===== src/rtl/iter_multiplier_if.sv =====
// Request/response handshake bundle for the iterative multiplier.
// The master issues operands; the slave returns the product.
interface iter_multiplier_if #(
  parameter int XLEN = 32
);
  logic            req_valid;
  logic            req_ready;
  logic [1:0]      req_op;
  logic [XLEN-1:0] req_a;
  logic [XLEN-1:0] req_b;
  logic            resp_valid;
  logic            resp_ready;
  logic [XLEN-1:0] resp_data;

  modport master (
    output req_valid,
    output req_op,
    output req_a,
    output req_b,
    output resp_ready,
    input  req_ready,
    input  resp_valid,
    input  resp_data
  );

  modport slave (
    input  req_valid,
    input  req_op,
    input  req_a,
    input  req_b,
    input  resp_ready,
    output req_ready,
    output resp_valid,
    output resp_data
  );
endinterface


===== src/rtl/iter_multiplier.sv =====
// Iterative shift-add multiplier for RV32M MUL/MULH/MULHSU/MULHU.
// Works on operand magnitudes, fixes the sign once at the end.
module iter_multiplier #(
  parameter int XLEN       = 32,
  parameter int RADIX_BITS = 2,
  parameter bit EARLY_OUT  = 1'b0
) (
  input  logic clk,
  input  logic rst,
  input  logic flush,
  output logic busy,
  iter_multiplier_if.slave bus
);

  localparam int W = 2 * XLEN;
  localparam int STEPS =
    (RADIX_BITS > 0) ? XLEN / RADIX_BITS : 1;
  localparam int CW = $clog2(STEPS + 1);
  localparam logic [XLEN:0] ONE_X = 1;
  localparam logic [W-1:0]  ONE_W = 1;

  if (RADIX_BITS < 1 || RADIX_BITS > XLEN ||
      ((RADIX_BITS >= 1) ?
       (XLEN % RADIX_BITS) != 0 : 1'b1))
  begin : g_bad_radix
    $error("RADIX_BITS must divide XLEN");
  end

  typedef enum logic [1:0] {
    S_IDLE,
    S_CALC,
    S_FIX,
    S_DONE
  } state_e;

  state_e          state_q, state_d;
  logic [W-1:0]    acc_q, acc_d;
  logic [W-1:0]    a_sh_q, a_sh_d;
  logic [XLEN:0]   b_sh_q, b_sh_d;
  logic [CW-1:0]   cnt_q, cnt_d;
  logic            neg_q, neg_d;
  logic [1:0]      op_q, op_d;
  logic [XLEN-1:0] res_q, res_d;

  logic            a_signed;
  logic            b_signed;
  logic [XLEN:0]   a_ext;
  logic [XLEN:0]   b_ext;
  logic [XLEN:0]   a_mag;
  logic [XLEN:0]   b_mag;
  logic            accept;
  logic [W-1:0]    digit_w;
  logic [W-1:0]    partial;
  logic [XLEN:0]   b_nxt;
  logic            last_step;
  logic [W-1:0]    prod;

  // Operand signedness per funct3
  always_comb begin
    a_signed = 1'b0;
    b_signed = 1'b0;
    unique case (bus.req_op)
      2'b00: begin
        a_signed = 1'b1;
        b_signed = 1'b1;
      end
      2'b01: begin
        a_signed = 1'b1;
        b_signed = 1'b1;
      end
      2'b10: begin
        a_signed = 1'b1;
      end
      2'b11: begin
      end
      default: begin
      end
    endcase
  end

  // One extra bit keeps |most-negative| exact
  assign a_ext = {a_signed & bus.req_a[XLEN-1], bus.req_a};
  assign b_ext = {b_signed & bus.req_b[XLEN-1], bus.req_b};
  assign a_mag = a_ext[XLEN] ? (~a_ext + ONE_X) : a_ext;
  assign b_mag = b_ext[XLEN] ? (~b_ext + ONE_X) : b_ext;

  assign accept  = bus.req_valid && bus.req_ready;
  assign digit_w = W'(b_sh_q[RADIX_BITS-1:0]);
  assign partial = digit_w * a_sh_q;
  assign b_nxt   = b_sh_q >> RADIX_BITS;

  assign last_step = (cnt_q == CW'(1)) ||
                     (EARLY_OUT && (b_nxt == '0));

  assign prod = neg_q ? (~acc_q + ONE_W) : acc_q;

  assign bus.req_ready  = (state_q == S_IDLE) && !flush;
  assign bus.resp_valid = (state_q == S_DONE);
  assign bus.resp_data  = res_q;
  assign busy           = (state_q != S_IDLE);

  // Next state and datapath updates
  always_comb begin
    state_d = state_q;
    acc_d   = acc_q;
    a_sh_d  = a_sh_q;
    b_sh_d  = b_sh_q;
    cnt_d   = cnt_q;
    neg_d   = neg_q;
    op_d    = op_q;
    res_d   = res_q;
    unique case (state_q)
      S_IDLE: begin
        if (accept) begin
          a_sh_d  = {{(XLEN-1){1'b0}}, a_mag};
          b_sh_d  = b_mag;
          neg_d   = a_ext[XLEN] ^ b_ext[XLEN];
          op_d    = bus.req_op;
          acc_d   = '0;
          cnt_d   = CW'(STEPS);
          state_d = S_CALC;
        end
      end
      S_CALC: begin
        acc_d  = acc_q + partial;
        a_sh_d = a_sh_q << RADIX_BITS;
        b_sh_d = b_nxt;
        cnt_d  = cnt_q - CW'(1);
        if (last_step) begin
          state_d = S_FIX;
        end
      end
      S_FIX: begin
        res_d = (op_q == 2'b00) ?
                prod[XLEN-1:0] : prod[W-1:XLEN];
        state_d = S_DONE;
      end
      S_DONE: begin
        if (bus.resp_ready) begin
          state_d = S_IDLE;
        end
      end
      default: begin
        state_d = S_IDLE;
      end
    endcase
    if (flush) begin
      state_d = S_IDLE;
    end
  end

  // State and datapath registers
  always_ff @(posedge clk) begin
    if (rst) begin
      state_q <= S_IDLE;
      acc_q   <= '0;
      a_sh_q  <= '0;
      b_sh_q  <= '0;
      cnt_q   <= '0;
      neg_q   <= 1'b0;
      op_q    <= 2'b00;
      res_q   <= '0;
    end else begin
      state_q <= state_d;
      acc_q   <= acc_d;
      a_sh_q  <= a_sh_d;
      b_sh_q  <= b_sh_d;
      cnt_q   <= cnt_d;
      neg_q   <= neg_d;
      op_q    <= op_d;
      res_q   <= res_d;
    end
  end

endmodule


===== src/flat_wrapper.sv =====
// flat-port wrapper written by rule: the top's interface ports become plain ports
module iter_multiplier_flat 
#(
  parameter int XLEN       = 32,
  parameter int RADIX_BITS = 2,
  parameter bit EARLY_OUT  = 1'b0
)
  (clk, rst, flush, busy, bus_req_valid, bus_req_op, bus_req_a, bus_req_b, bus_resp_ready, bus_req_ready, bus_resp_valid, bus_resp_data);
  iter_multiplier_if #(.XLEN(XLEN)) bus_i ();
  input  logic clk;
  input  logic rst;
  input  logic flush;
  output logic busy;
  input wire logic [$bits(bus_i.req_valid)-1:0] bus_req_valid;
  input wire logic [$bits(bus_i.req_op)-1:0] bus_req_op;
  input wire logic [$bits(bus_i.req_a)-1:0] bus_req_a;
  input wire logic [$bits(bus_i.req_b)-1:0] bus_req_b;
  input wire logic [$bits(bus_i.resp_ready)-1:0] bus_resp_ready;
  output wire logic [$bits(bus_i.req_ready)-1:0] bus_req_ready;
  output wire logic [$bits(bus_i.resp_valid)-1:0] bus_resp_valid;
  output wire logic [$bits(bus_i.resp_data)-1:0] bus_resp_data;
  assign bus_i.req_valid = bus_req_valid;
  assign bus_i.req_op = bus_req_op;
  assign bus_i.req_a = bus_req_a;
  assign bus_i.req_b = bus_req_b;
  assign bus_i.resp_ready = bus_resp_ready;
  assign bus_req_ready = bus_i.req_ready;
  assign bus_resp_valid = bus_i.resp_valid;
  assign bus_resp_data = bus_i.resp_data;
  iter_multiplier #(.XLEN(XLEN), .RADIX_BITS(RADIX_BITS), .EARLY_OUT(EARLY_OUT)) u_core (.clk(clk), .rst(rst), .flush(flush), .busy(busy), .bus(bus_i));
endmodule

===== config.mk =====
export PLATFORM = sky130hd
export DESIGN_NAME = iter_multiplier_flat
export DESIGN_NICKNAME = d
export VERILOG_FILES = /design/src/rtl/iter_multiplier_if.sv /design/src/rtl/iter_multiplier.sv /design/src/flat_wrapper.sv
export SDC_FILE = /design/constraint.sdc
export NUM_CORES = 1
export LEC_CHECK = 0
export BUFFER_PORTS_ARGS = -buffer_cell sky130_fd_sc_hd__buf_2
export CAP_MARGIN = 20
export CORE_MARGIN = 2
export CORE_UTILIZATION = 45
export DETAILED_ROUTE_END_ITERATION = 12
export MAX_ROUTING_LAYER = met4
export PLACE_DENSITY = 0.72
export SETUP_SLACK_MARGIN = 0.1
export SYNTH_ARGS = -nofsm -noshare
export SYNTH_HDL_FRONTEND = slang
export SYNTH_SLANG_ARGS = --single-unit

===== constraint.sdc =====
create_clock -name clk -period 4.37 [get_ports clk]
set_clock_uncertainty 0.1 [all_clocks]
set_input_delay 0.6555 -clock clk [delete_from_list [all_inputs] [get_ports clk]]
set_output_delay 0.6555 -clock clk [all_outputs]
set_load 0.02 [all_outputs]

# After elaboration in Yosys (flattened, before gate mapping)
# Index checks and enable logic that the tools add are counted.
dict set report op_classes {
  n_addsub 5
  mul 1
  n_eq_ne 9
  n_mux 18
  bitwise_logic 6
  n_reduce_logical 14
}
# cell count
set op_table {}
lappend op_table {{64-bit case mux with 2 select lines} 2}
lappend op_table {{64-bit 2-to-1 mux} 3}
lappend op_table {{33-bit 2-to-1 mux} 3}
lappend op_table {{33-bit by 1-bit adder with 33-bit output, second input constant} 2}
lappend op_table {{33-bit inverter} 2}
lappend op_table {{33-bit case mux with 2 select lines} 1}
lappend op_table {{64-bit by 1-bit adder with 64-bit output, second input constant} 1}
lappend op_table {{64-bit adder} 1}
lappend op_table {{2-bit by 64-bit multiplier with 64-bit output} 1}
lappend op_table {{64-bit inverter} 1}
lappend op_table {{32-bit 2-to-1 mux} 1}
lappend op_table {{5-bit case mux with 2 select lines} 1}
lappend op_table {{2-bit case mux with 4 select lines} 1}
lappend op_table {{2-bit == test, second input constant} 3}
lappend op_table {{2-bit logical NOT} 3}
lappend op_table {{2-bit 2-to-1 mux} 3}
lappend op_table {{5-bit by 1-bit == test with 1-bit output, second input constant} 1}
lappend op_table {{5-bit 2-to-1 mux} 1}
lappend op_table {{5-bit by 1-bit subtractor with 5-bit output, second input constant} 1}
lappend op_table {{2-bit by 1-bit == test with 1-bit output, second input constant} 2}
lappend op_table {{2-bit by 1-bit != test with 1-bit output, second input constant} 2}
lappend op_table {{2-bit AND reduction} 2}
lappend op_table {{2-bit nonzero test} 2}
lappend op_table {{2-bit OR reduction} 2}
lappend op_table {{8 further kinds} 11}
dict set report totals {
  ff_bits 203
  in_bits 71
  elab_cells 61
}

# Depth between registers and ports, before layout
# Gate-level depths: netlist of run 1.
dict set report logic_depth {
  word_depth 9
  depth_mapped 16
}

# Worst setup path before layout of run 1
# Ideal clock, no wire load.
dict set report synth_path {
  kind {reg2reg}
  from {register u_core.b_sh_q[1]}
  to {register u_core.acc_q[55]}
  arrival_time_ns 3.798
  required_time_ns 4.142
  slack_ns 0.344
  stages_incl_launch_ff 17
  path_cell_list {dfxtp_1 > clkbuf_1 > buf_1 > nand2_1 > fa_1 > inv_1 > ha_1 > fa_1 > a211oi_1 > o21bai_1 > nand4_1 > nor3b_1 > o31a_1 > o21ai_1 > a21boi_0 > xor2_1 > o21ai_0}
}
dict set report synth_via {
  elab_chain_cells 3
}
# element line
set synth_lines {}
lappend synth_lines {{start: declaration} iter_multiplier.sv:39} ;# logic [XLEN:0] b_sh_q, b_sh_d;
lappend synth_lines {{start signal: assignment} iter_multiplier.sv:167} ;# b_sh_q <= b_sh_d;
lappend synth_lines {{2-bit by 64-bit multiplier with 64-bit output} iter_multiplier.sv:89} ;# assign partial = digit_w * a_sh_q;
lappend synth_lines {{64-bit adder} iter_multiplier.sv:125} ;# acc_d = acc_q + partial;
lappend synth_lines {{64-bit case mux with 2 select lines} iter_multiplier.sv:112} ;# unique case (state_q)
lappend synth_lines {{end signal: assignment} iter_multiplier.sv:156} ;# acc_q <= '0;
lappend synth_lines {{end signal: assignment} iter_multiplier.sv:165} ;# acc_q <= acc_d;
lappend synth_lines {{end: declaration} iter_multiplier.sv:37} ;# logic [W-1:0] acc_q, acc_d;
# No other way between the ends.
# A chain may end at the register's enable or synchronous reset.

# Worst setup path in the final report of run 1
dict set report layout_path {
  from {register u_core.b_sh_q[1]}
  to {register u_core.acc_q[58]}
}
# Same word-level chain as after synthesis.

==> results by group, run 1 <==
CTS
  • Deepest clock path buffer count: 3
  • Root Buffer: clkbuf_16
  • Clk_lat worst skew: 0.55 ns
  • Hold Buf Count CTS: 0
  • CTS Buf Count: 25
  • Setup Fix Bufs, Post-CTS: 0
  • CTS Sinks: 203
  • TritonCTS clock tree: built
  • H-Tree Depth: 1
  • Clk slew on worst S/H paths: 0.06 ns

Power and ir drop
  • Tot Pwr: 0.004605 W
  • Pwr/cell area: 244.7 nW/µm²
  • Worst vdd ir: 0.0002303 V
  • P_leak: 8.211 nW

Global route
  • All-Layer GR Usage: 28.77%
  • Number of global-route vias before repair: 15,620
  • Initial antenna violation count: 0
  • First-pass GRT wire length: 86,570 µm
  • Largest net degree at the start of global routing: 106
  • GR Overflow Total: 0

Floorplan
  • Core ar.: 36,610 µm²
  • Starting Density: 45.68%
  • Row cnt: 70
  • IO Pins: 106
  • Die Width: 196.8 µm
  • Die area: 38,720 µm²
  • Die Ht: 196.8 µm

STA
  • Total Neg Setup Slack: 0 ns
  • RSZ-0062 raised after global routing: false
  • Slew HR: 38.11%
  • Fin crit share: 92.91%
  • Post-route setup slack: 0.3100 ns
  • Worst Tran Pin Value: 0.9049 ns
  • Period minus WS final: 4.060 ns
  • # setup viols final: 0
  • Fmax achieved: 246.3 MHz
  • Final max-slew violation count: 0
  • Final Hold Fails: 0

Final layout
  • Most common cell after layout, fill and taps aside: nand2_1
  • N_diodes: 0
  • Nets: 2,568
  • Most frequent cells in the layout: 387 x nand2_1, 210 x inv_1, 200 x dfxtp_1, 187 x nor2_1, 162 x a21oi_1
  • Cell Count, Final, Fillers Out: 2,844
  • Area Overhead vs Synth: 12.57%
  • Final core utilization: 51.42%
  • Share of post-route cells with drive strength above 1: 11.03%

Synth
  • EDFF count, synth: 0
  • Syn nets: 2,499
  • Largest family of logic cells by synthesized area: compound AO/OA/AOI/OAI gates
  • Post-Syn Instances: 2,292
  • Sequential element share of the synthesized area: 24.30%
  • Mux cell area share after synthesis: 0.5387%
  • Complex-gate fraction of the synthesized area: 24.80%
  • Post-synthesis area per instance: 7.296 µm²
  • Post-synthesis cell area: 16,720 µm²
  • Synth Register Bits: 203
  • Post-Synth Simple-Gate Area: 21.96%
  • Ys flop type: dfxtp_1
  • Synth unique cells: 81
  • Synth Area in XOR/XNOR: 7.542%
  • Yosys Warn Count: 0
  • Synth Area in Adders: 13.00%
  • Post-synth ARST share: 0%

Status
  • Status: finished clean

Routing
  • Final wirelength: 54,480 µm
  • DR DRC count: 0
  • Detailed Routing Iterations Pass 1: 6
  • DR vias: 16,670
  • DR iter-0 viols: 1,312
  • Antenna viol nets, final: 0
  • Wire per inst: 19.16 µm
  • DR vias/cell: 5.863

Run
  • Max Cap Violations: 0

Worst setup path
  • Reg2reg setup slack: 0.31 ns
  • Crit Path Category: flop to flop
  • Reg2reg path depth: 15
  • CP Data Required Time: 4.70 ns
  • Worst path arrival time: 4.39 ns
  • Setup crit end kind: flop
  • Startpoint types: flop
  • Max FO, Critical Path: 16

Worst hold path
  • Hold Path Class: input port to flop
  • Hold path depth: 2

Placement
  • Gpl congestion: 1.011
  • Dpl ws: 0.1688 ns
  • PortBufs: 105
  • Placed Instances: 2,802
  • Post-DP HPWL: 42,730 µm
-- critical path, stage by stage, from the launching register on --
cell,delay (ns)
dfxtp_2,0.39
buf_4,0.23
nand2_1,0.10
fa_1,0.51
inv_1,0.04
ha_1,0.41
a21o_1,0.19
a31oi_1,0.13
o21a_1,0.26
a2111o_1,0.48
a21oi_1,0.16
nor4_1,0.08
buf_4,0.15
nor4_1,0.30
o21ai_0,0.15
a32o_1,0.27
-- layer usage --
metal	part of all wire (%)	global-route usage [%]
met1	45	38.15
met4	3.0	8.967
met3	6.6	3.696
met2	45	45.77
met5	0	-
-- synth_stat cells (5+ instances only) --
master / number / share of area (%)
a211oi_1: 13 / 0.58
a21o_1: 38 / 1.7
a21oi_1: 166 / 5.0
a222oi_1: 17 / 1.0
a22oi_1: 64 / 2.9
a311oi_1: 9 / 0.47
a31oi_1: 13 / 0.49
a32o_1: 5 / 0.30
a32oi_1: 6 / 0.31
and2_1: 14 / 0.52
and3_1: 17 / 0.64
buf_1: 11 / 0.25
clkbuf_1: 124 / 2.8
dfxtp_1: 203 / 24
fa_1: 63 / 7.5
ha_1: 73 / 5.5
inv_1: 210 / 4.7
mux2i_1: 9 / 0.54
nand2_1: 388 / 8.7
nand2b_1: 13 / 0.49
nand3_1: 42 / 1.3
nand4_1: 27 / 1.0
nor2_1: 190 / 4.3
nor2b_1: 9 / 0.34
nor3_1: 37 / 1.1
nor4_1: 19 / 0.71
o2111ai_1: 6 / 0.31
o211ai_1: 37 / 1.7
o21a_1: 9 / 0.40
o21ai_0: 148 / 4.4
o21ai_1: 7 / 0.21
o21bai_1: 14 / 0.63
o22ai_1: 6 / 0.22
o31ai_1: 18 / 0.81
o41ai_1: 11 / 0.58
or2_2: 7 / 0.26
or3_1: 19 / 0.71
or4_1: 10 / 0.45
xnor2_1: 81 / 4.2
xor2_1: 63 / 3.3
-- through the flow --
stage               area, µm²  hold WS (ns)
floorplan               16720        0.3250
global placement        17950        0.3261
detailed placement      17950        0.3298
CTS                     18770        0.2017
global route            18820        0.2182
finish                  18820        0.2350
-- worst paths after layout --
path,from,to
setup reg to reg,u_core.b_sh_q[1],u_core.acc_q[58]
hold reg to reg,u_core.bus.resp_data[21],u_core.bus.resp_data[21]
setup / recovery,u_core.b_sh_q[1],u_core.acc_q[58]
hold / removal,flush,u_core.state_q[1]
-- what timing repair did --
action | 4_1_cts | 5_1_grt
resized for setup | 0 | 14
setup endpoints to repair | 0 | 12
hold endpoints to repair | 0 | 0
-- registers in the layout, indices dropped and copies added (netlist names) --
name / cells
u_core.a_sh_q: 64
u_core.acc_q: 64
u_core.b_sh_q: 33
u_core.bus.resp_data: 32
u_core.cnt_q: 5
u_core.op_q: 2
u_core.state_q: 2
u_core.neg_q: 1
-- cell type report --
cell class,count,area (µm²)
clock buffer,35,713.2
clock inverter,7,110.1
fill,3634,17790
inverter,212,795.8
multi-input combinational,1740,11430
sequential,203,4070
tap,468,585.6
timing repair buffer,179,1121
-- cell families after synthesis --
group	after synthesis
adder cells (fa/ha/maj)	136
XOR/XNOR	144
multiplexers	9
AO/OA/AOI/OAI	634
flip-flops	203
AND/OR/NAND/NOR	817
buffers and inverters	349
-- report_power, final --
group / switching [W] / internal, W / leakage, nW
clock: 0.000834 / 0.00130 / 0.408
combinational: 0.000346 / 0.000181 / 6.16
sequential: 0.0000475 / 0.00190 / 1.64
(Power assumes the default switching activity.)
==> inputs of run 2 (changes only) <==
ABC_AREA = 1   (was default)
==> run 2 against run 1 <==
Fmax grew 13%. Die area grew 17%. Final cell count grew 44%. Synthesized cell count grew 51%. Worst setup slack gained 0.46 ns. Combinational power grew 59%. Power grew 13%. First-iteration DRC count grew 78%. Non-clock buffer count shrank 53. Area after synthesis grew 18%.
==> results by group, run 2 <==
STA
  • Slew HR: 39.82% (+1.7 points)
  • Final max-slew violation count: 0 (unchanged)
  • Hold_ws: 0.2449 ns (+0.009838 ns)
  • # setup viols final: 0 (unchanged)
  • Worst Tran Pin Value: 0.9018 ns (-0.003179 ns)
  • Final Hold Fails: 0 (unchanged)
  • Period minus WS final: 3.597 ns (-0.4629 ns)
  • Total Neg Setup Slack: 0 ns (unchanged)
  • RSZ-0062 raised after global routing: false
  • Fmax achieved: 278.0 MHz (+13%)
  • Fin crit share: 82.31% (-11 points)

Global route
  • GRT met2 Usage: 45.13% (-0.64 points)
  • First-pass GRT wire length: 105,500 µm (+22%)
  • Initial antenna violation count: 0 (unchanged)
  • Global routing usage on met1: 41.74% (+3.6 points)
  • All-Layer GR Usage: 30.33% (+1.6 points)
  • Number of global-route vias before repair: 19,600 (+25%)
  • GR Overflow Total: 0 (unchanged)
  • GR Util met3: 3.898% (+0.20 points)
  • GR peak layer: met2
  • Largest net degree at the start of global routing: 66 (-38%)

Power and ir drop
  • Pwr/cell area: 240.1 nW/µm² (-1.9%)
  • Worst vdd ir: 0.0002535 V (+10%)
  • Tot Pwr: 0.005185 W (+13%)
  • P_leak: 11.40 nW (+39%)
  • Psw: 0.001569 W (+28%)
  • Logic pwr share: 16.1% (+4.7 points)
  • Internal Pwr Total: 0.003615 W (+7.0%)
  • Clock share of power: 45.5% (-0.8 points)
  • Sw frac: 30.27% (+3.6 points)
  • Sequential share of power: 38.4% (-3.8 points)

Worst hold path
  • Hold Path Class: input port to flop

Worst setup path
  • Startpoint types: flop
  • CP Data Required Time: 4.69 ns (about the same)
  • Reg2reg path depth: 14 (-1)
  • Reg-to-Reg End: u_core.acc_q[29]
  • R2r startpoint: u_core.b_sh_q[0]
  • Setup crit end kind: flop
  • Critical Path Sink: u_core.acc_q[29]
  • Reg2reg setup slack: 0.77 ns (+0.46 ns)
  • Max FO, Critical Path: 35 (+19)
  • Worst path arrival time: 3.91 ns (-0.48 ns)
  • Crit Path Category: flop to flop
  • Crit path launch: u_core.b_sh_q[0]

Routing
  • DR vias/cell: 5.309 (-9.4%)
  • DR DRC count: 0 (unchanged)
  • Final wirelength: 66,940 µm (+23%)
  • DR vias: 21,770 (+31%)
  • Wire per inst: 16.32 µm (-15%)
  • DR iter-0 viols: 2,334 (+78%)
  • Detailed Routing Iterations Pass 1: 8 (+2)
  • Antenna viol nets, final: 0 (unchanged)

Final layout
  • Area Overhead vs Synth: 9.728%
  • Top flop regs: u_core.a_sh_q (64), u_core.acc_q (64), u_core.b_sh_q (33)
  • Most common cell after layout, fill and taps aside: nand2_1
  • Fillers: 4,696 (+29%)
  • N_diodes: 0 (unchanged)
  • Share of post-route cells with drive strength above 1: 6.940% (-4.1 points)
  • Most frequent cells in the layout: 1,171 x nand2_1, 582 x inv_1, 317 x a21oi_1, 284 x nor2_1, 234 x nand3_1
  • Nets: 3,705 (+44%)

CTS
  • Clk slew on worst S/H paths: 0.07 ns (about the same)
  • Clk_lat worst skew: 0.57 ns (+0.02 ns)
  • CTS Sinks: 203 (unchanged)
  • Root Buffer: clkbuf_16
  • TritonCTS clock tree: built
  • Deepest clock path buffer count: 3 (unchanged)
  • H-Tree Depth: 1 (unchanged)
  • Hold Buf Count CTS: 0 (unchanged)
  • Setup Fix Bufs, Post-CTS: 0 (unchanged)
  • CTS Buf Count: 25 (unchanged)
  • Resized cells post-CTS: 0 (unchanged)

Synth
  • Synth Area in XOR/XNOR: 0.8901% (-6.7 points)
  • Synth unique cells: 47 (-42%)
  • Synth Area in Adders: 11.05% (-2.0 points)
  • Post-Syn Instances: 3,454 (+51%)
  • Largest family of logic cells by synthesized area: simple AND/OR/NAND/NOR gates
  • Mux cell area share after synthesis: 0% (-0.54 points)
  • Syn nets: 3,661 (+46%)
  • Ys flop type: dfxtp_1
  • Post-synthesis cell area: 19,680 µm² (+18%)
  • Sequential element share of the synthesized area: 20.65% (-3.7 points)
  • Top area cells in the synthesized netlist: nand2_1 22%, dfxtp_1 21%, inv_1 11%
  • Most common library cells after synthesis: 1,171 x nand2_1, 582 x inv_1, 317 x a21oi_1, 285 x nor2_1, 234 x nand3_1
  • Most common cell in the netlist: nand2_1
  • Synth Register Bits: 203 (unchanged)
  • Post-synth top area share: 22.34% (-2.0 points)
  • Yosys Warn Count: 0 (unchanged)
  • EDFF count, synth: 0 (unchanged)
  • Post-Synth Simple-Gate Area: 38.95% (+17 points)
  • Post-synthesis area per instance: 5.697 µm² (-22%)
  • Post-synth ARST share: 0% (unchanged)
  • Complex-gate fraction of the synthesized area: 14.62% (-10 points)
  • Post-synth top area cell: nand2_1

Floorplan
  • Die Width: 213.1 µm (+8.3%)
  • Core ar.: 43,080 µm² (+18%)
  • Die Ht: 213.1 µm (+8.3%)
  • IO Pins: 106 (unchanged)
  • Die area: 45,420 µm² (+17%)
  • Row cnt: 76 (+8.6%)
  • Starting Density: 45.68% (about the same)

Placement
  • Gpl congestion: 1.030 (+1.9%)
  • Post-DP HPWL: 52,700 µm (+23%)
  • PortBufs: 105 (unchanged)

Run
  • Max Cap Violations: 0 (unchanged)

Status
  • Status: finished clean
==> run 2: cell types whose count changed in the layout (fill, tap and decap cells not counted), sizes merged, moves of 64 or more <==
cell,before,now
nor2,190,310
nand2,389,1180
a21oi,166,317
nand3,42,238
xnor2,81,4
inv,210,598
a22oi,64,0
==> run 2: layout make-up <==
| cell class | instances | area (µm²) | area share [%] |
|---|---|---|---|
| multi-input cells | 2542 | 12890 | 59.72 |
| flip-flops and latches | 203 | 4068 | 18.84 |
| inverters | 600 | 2257 | 10.45 |
| well taps | 585 | 732.0 | 3.390 |
| repair buffers | 126 | 723.2 | 3.349 |
| clock buffers | 34 | 709.4 | 3.285 |
| clock inverters | 11 | 209.0 | 0.9677 |
==> run 2: power groups by stage <==
| stage | combinational [W] | clock, W | sequential (W) |
|---|---|---|---|
| 6_report | 0.000836 | 0.00236 | 0.00199 |
| 5_1_grt | 0.000934 | 0.00246 | 0.00200 |
| 4_1_cts | 0.000827 | 0.00238 | 0.00199 |
| 3_5_place_dp | 0.000824 | 0 | 0.00203 |
| 3_3_place_gp | 0.000817 | 0 | 0.00203 |
| 2_1_floorplan | 0.000556 | 0 | 0.00203 |
==> run 2: worst min path at each step <==
stage	start	to	slack (ns)	depth (start not counted)
floorplan	u_core.b_sh_q[32]	u_core.b_sh_q[32]	0.32	2
global placement	u_core.b_sh_q[32]	u_core.b_sh_q[32]	0.34	2
detailed placement	u_core.b_sh_q[32]	u_core.b_sh_q[32]	0.34	2
CTS	bus_req_op[0]	u_core.op_q[0]	0.23	3
global route	bus_req_op[0]	u_core.op_q[0]	0.26	3
finish	bus_req_op[0]	u_core.op_q[0]	0.24	3
==> run 2: critical path, cell delays in order, from the launching register on <==
cell and delay (ns):
dfxtp_2 0.33, buf_4 0.33, nand2_1 0.12, fa_1 0.49
inv_1 0.04, ha_1 0.23, fa_1 0.42, nand3_1 0.14
nand3_1 0.16, nand3_1 0.10, nand3_1 0.16, nand2_1 0.11
nand2_1 0.17, o21ai_0 0.44, a21oi_1 0.11
==> run 2: routing by layer <==
metal / up-vias / share of wire [%] / wire [µm]
li1: 10920 / - / -
met1: 9797 / 45 / 30410
met2: 913 / 42 / 28100
met3: 146 / 8.3 / 5548
met4: 0 / 4.3 / 2878
met5: - / 0 / 0
==> run 2: kinds of logic after synthesis <==
group / count (synthesis)
compound gates: 547
xor+xnor: 20
buf+inv: 709
fa+ha+maj: 136
simple gates: 1839
flops: 203
==> run 2: metrics by stage <==
stage | utilization (%) | instance area [µm²] | setup slack (ns) | cells
finish | 50.13 | 21590 | 0.7729 | 4101
global route | 50.13 | 21590 | 0.5920 | 4101
CTS | 50.13 | 21590 | 0.8536 | 4101
detailed placement | 48.00 | 20670 | 0.8443 | 4056
global placement | 48.00 | 20670 | 0.8772 | 4056
floorplan | - | 19680 | 1.230 | 3454
